File: config.mk
export PLATFORM = sky130hd
export DESIGN_NAME = hazard_scoreboard
export DESIGN_NICKNAME = d
export VERILOG_FILES = /design/src/rtl/hazard_scoreboard.sv
export SDC_FILE = /design/constraint.sdc
export NUM_CORES = 1
export LEC_CHECK = 0
export CORE_ASPECT_RATIO = 0.75
export CORE_MARGIN = 4
export CORE_UTILIZATION = 51
export DETAILED_ROUTE_END_ITERATION = 6
export HOLD_SLACK_MARGIN = 0.1
export PLACE_DENSITY = 0.73
export REMOVE_ABC_BUFFERS = 1
export SLEW_MARGIN = 10
export SYNTH_ARGS = -nofsm -noshare
export SYNTH_HDL_FRONTEND = slang
export SYNTH_SLANG_ARGS = --single-unit
File: constraint.sdc
create_clock -name clk -period 7.9 [get_ports clk]
set_input_delay 0.79 -clock clk [delete_from_list [all_inputs] [get_ports clk]]
set_output_delay 0.79 -clock clk [all_outputs]
set_load 0.005 [all_outputs]
File: src/rtl/hazard_scoreboard.sv
// rtl/hazard_scoreboard.sv - per-register outstanding-write scoreboard with decode stall
//
// Tracks a 2-bit count of in-flight writes for each architectural register
// x1..x31 (x0 is hardwired to zero) and stalls decode on RAW hazards or when
// a destination counter is already full.
//
// Ports:
//   clk, reset                 clock, asynchronous active-high reset
//   ID_valid                   instruction present in decode
//   ID_rs1/ID_rs2, ID_use_rs*  decode sources and whether they are read
//   ID_rd, ID_RegWrite         decode destination and write enable
//   WB_rd, WB_RegWrite         retiring write
//   KILL_rd, KILL_valid        squashed in-flight writer
//   Flush_all                  discard all outstanding writes
//   Stall                      combinational decode hold
//   Pending                    registered, bit r set when cnt[r] != 0
//   InFlight                   registered sum of all counts
//   Error                      registered sticky counter-underflow flag

module hazard_scoreboard (
  input  logic        clk,
  input  logic        reset,
  input  logic        ID_valid,
  input  logic [4:0]  ID_rs1,
  input  logic [4:0]  ID_rs2,
  input  logic        ID_use_rs1,
  input  logic        ID_use_rs2,
  input  logic [4:0]  ID_rd,
  input  logic        ID_RegWrite,
  input  logic [4:0]  WB_rd,
  input  logic        WB_RegWrite,
  input  logic [4:0]  KILL_rd,
  input  logic        KILL_valid,
  input  logic        Flush_all,
  output logic        Stall,
  output logic [31:0] Pending,
  output logic [6:0]  InFlight,
  output logic        Error
);

  logic [1:0]  cnt_q [32];
  logic [1:0]  cnt_d [32];
  logic [1:0]  dec   [32];
  logic [1:0]  eff   [32];
  logic [31:0] pending_q, pending_d;
  logic [6:0]  inflight_q, inflight_d;
  logic        error_q, error_d;
  logic        src1_haz, src2_haz, dest_haz;
  logic        issue;
  logic        underflow;

  // Decrements this cycle and the bypassed count decode sees: a write that
  // retires (or is killed) this cycle no longer blocks a reader.
  always_comb begin
    for (int r = 0; r < 32; r++) begin
      dec[r] = 2'd0;
      eff[r] = 2'd0;
      if (r != 0) begin
        dec[r] = {1'b0, WB_RegWrite && (WB_rd == 5'(r))}
               + {1'b0, KILL_valid && (KILL_rd == 5'(r))};
        eff[r] = (cnt_q[r] > dec[r]) ? (cnt_q[r] - dec[r]) : 2'd0;
      end
    end
  end

  always_comb begin
    src1_haz = ID_use_rs1 && (ID_rs1 != 5'd0) && (eff[ID_rs1] != 2'd0);
    src2_haz = ID_use_rs2 && (ID_rs2 != 5'd0) && (eff[ID_rs2] != 2'd0);
    // A full counter cannot accept another outstanding write.
    dest_haz = ID_RegWrite && (ID_rd != 5'd0) && (eff[ID_rd] == 2'd3);
    Stall    = ID_valid && (src1_haz || src2_haz || dest_haz);
    issue    = ID_valid && !Stall;
  end

  // Next counts in 3 bits; a negative result clamps to 0 and flags underflow.
  // The dest hazard keeps the result at or below 3, so no upper clamp.
  always_comb begin
    underflow  = 1'b0;
    pending_d  = 32'd0;
    inflight_d = 7'd0;
    cnt_d[0]   = 2'd0;
    for (int r = 1; r < 32; r++) begin
      logic [2:0] sum;
      sum = {1'b0, cnt_q[r]}
          + {2'b00, issue && ID_RegWrite && (ID_rd == 5'(r))};
      if (sum < {1'b0, dec[r]}) begin
        cnt_d[r]  = 2'd0;
        underflow = 1'b1;
      end else begin
        cnt_d[r] = 2'(sum - {1'b0, dec[r]});
      end
    end
    // Flush wins over everything, including this cycle's underflow.
    if (Flush_all) begin
      underflow = 1'b0;
      for (int r = 1; r < 32; r++) begin
        cnt_d[r] = 2'd0;
      end
    end
    for (int r = 1; r < 32; r++) begin
      pending_d[r] = (cnt_d[r] != 2'd0);
      inflight_d   = inflight_d + 7'(cnt_d[r]);
    end
    error_d = error_q || underflow;
  end

  always_ff @(posedge clk or posedge reset) begin
    if (reset) begin
      for (int r = 0; r < 32; r++) begin
        cnt_q[r] <= 2'd0;
      end
      pending_q  <= 32'd0;
      inflight_q <= 7'd0;
      error_q    <= 1'b0;
    end else begin
      for (int r = 0; r < 32; r++) begin
        cnt_q[r] <= cnt_d[r];
      end
      pending_q  <= pending_d;
      inflight_q <= inflight_d;
      error_q    <= error_d;
    end
  end

  assign Pending  = pending_q;
  assign InFlight = inflight_q;
  assign Error    = error_q;

endmodule

==> run metrics <==
die area=26600 sq um; final hold violations=0; Primary FF master, synth=dfrtp_1; P&R area growth vs syn=54.8%; flops & latches, synth=101; vias in the first global route=roughly 13000; largest net degree at the start of global routing=57; Post-synth ARST share=100%; final core occ=81.2%; most common library cells after synthesis=inv_1 (228), ha_1 (196), fa_1 (119); Nets=2197; Bufs on Longest Clock Path=2; RSZ-0062 raised after global routing=true; Critical Setup Path Class=in -> reg; Site Rows=48; worst hold start=Error$_DFF_PP0_; fin cells=2154; total chip power=between 1.5 and 2 mW; Hold WS=0.526 ns; die width=between 150 and 200 um; layout cells sized above 1=41.9%; initial DRC count=1100; clock sink count=101; vias post-DR=12400; hold depth=1; global-route wire length before repair=73600 um; H-tree lvl count=3; total gr overflow=0; failing checks=negative setup slack; DRC viols=0; endpoints failing setup=7; vias per cell=5.74; RR Startpoint=cnt_q[44]$_DFF_PP0_; worst-case vdd ir drop=between 100 and 150 uV; Initial Util=52.5%; Post-synth EDFFs=0; syn avg cell area=a little over 9 sq um; Clock Latency Late Sink=0.39 ns; Synth Cell Area=12200 sq um; FF-to-FF path depth=32; core area=23300 sq um; CP dominant cell by count=fa_1; crit path time final=10.02 ns; Root Buffer=clkbuf_16; Synth area leader=dfrtp_1; Final ANT Viol Nets=0; Worst Setup Start Kind=input pin; max_slew headroom=25.4%; Final Cycle Share=127%; post-synth top area share=20.7%; Critical Path Max Stage Delay=0.55 ns; Clock transition at path regs=about 0.08 ns; flop-to-flop setup slack=-1.25 ns; Crit Path Max Fanout=6; outcome=finished, violations left; slowest CP cell=fa_1; WL/cell=22.7 um; Placed Cells=2094; IO Pins=75; Pre-Repair DR Iteration Count=6; Max-Cap Viols=0; Slew @ Worst Pin=1.12 ns; Die H=142 um; Total Routed Length=48800 um; initial antenna violation count=5; count of different cell masters after synthesis=69; Synth area leaders=dfrtp_1 (21%), ha_1 (20%), fa_1 (19%); fmax=99.8 MHz; Buffers on Ports=73; Hold EP=Error$_DFF_PP0_; total CTS buffers=9; fin. max-slew vios=0; Critical Path RT=between 8 and 9 ns; CTS tree=done; setup ws final=-2.12 ns; CP Buf/Inv Count=10; Mapped Cells=1317; routability cong.=1.04; worst path arrival time=~10 ns; Power Density=82.6 nW/um^2; Hold WC Path Type=reg -> reg; hold buffers post-CTS=0; Worst Setup End Kind=flop; hpwl dp=approximately 37000 um; critical path's top delay family=adder cells; leak pwr=9.20 nW; pre-CTS setup slack=-3.33 ns; Critical R2R Capture=InFlight[3]$_DFF_PP0_; Layout Skew=0.0178 ns; total global-route track usage=36.3%; count leader, synth=inv_1; synth warn=0; post-synthesis sequential area ratio=slightly above 20%
## through the flow
step	setup TNS, ns	cell area [sq um]
2_1_floorplan	-14.80	12000
3_3_place_gp	-19.51	16500
3_5_place_dp	-20.40	16500
4_1_cts	-10.97	18400
5_1_grt	-14.57	18900
6_report	-12.73	18900
## placed cells by master (no fill, tap or decap), drive strengths merged, types with 6 or more instances in the layout
cell           count
or3               17
buf              496
xnor2             20
fa               119
a2111oi            6
nor2b             17
nor2             100
nor4b              9
xor2              16
nor4              35
o21ai             20
nor3              32
a311oi             7
nand2b            40
nand3b            16
ha               196
inv              236
nand4b             7
nand4              8
nand3             18
a21oi             66
a211oi            16
clkbuf             9
dfrtp            101
nand2             68
a31oi              7
nor3b             23
or2               25
clkdlybuf4s50     60
## registers in the layout (all words and copies together) (netlist names)
name      count
InFlight      7
Pending      31
cnt_q        62
Error         1
## worst max path at each step
| stage | startpoint | to | depth (start not counted) |
|---|---|---|---|
| 6_report | WB_rd[4] | InFlight[3]$_DFF_PP0_ | 36 |
| 5_1_grt | KILL_rd[2] | InFlight[5]$_DFF_PP0_ | 39 |
| 2_1_floorplan | WB_rd[2] | InFlight[5]$_DFF_PP0_ | 33 |
| 3_3_place_gp | WB_RegWrite | InFlight[5]$_DFF_PP0_ | 38 |
| 4_1_cts | WB_RegWrite | InFlight[5]$_DFF_PP0_ | 41 |
| 3_5_place_dp | WB_RegWrite | InFlight[5]$_DFF_PP0_ | 38 |
## cells by family (layout without fill, tap and decap cells)
group,after synthesis,count (layout),share of synthesized area (%)
mux,2,2,0.184
xor+xnor,36,36,2.58
simple gates,428,428,19.2
compound gates,169,169,9.12
buf+inv,265,801,8.70
fa+ha+maj,315,315,39.5
other cells,1,2,0.0307
flops,101,101,20.7
## metal layers
metal	share of wire [%]	routed length [um]	track usage (%)
met3	12	5910	13.0
met2	43	21200	56.3
met4	5.0	2430	13.7
met5	0.12	57	0
met1	39	19300	47.4
## layout make-up
cell class | instances | area, sq um
multi-input cells | 951 | 10200
repair buffers | 556 | 4620
fillers | 1400 | 4370
flip-flops and latches | 101 | 2530
inverters | 229 | 862
well taps | 300 | 375
clock buffers | 9 | 225
clock inverters | 7 | 86.3
diodes | 1 | 2.50
## report_power, final
group,switching [mW],total [mW],internal (mW)
Sequential,0.00664,0.538,0.531
Combinational,0.287,0.533,0.245
Clock,0.261,0.494,0.233
## repair_timing
item	4_1_cts	5_1_grt
buffers inserted	27	18
endpoints found under the setup margin	7	7
pin swaps	131	96
cloned	3	0
resized for setup	329	97
endpoints found under the hold margin	0	0
No activity file was read; power rests on OpenSTA's default activity.
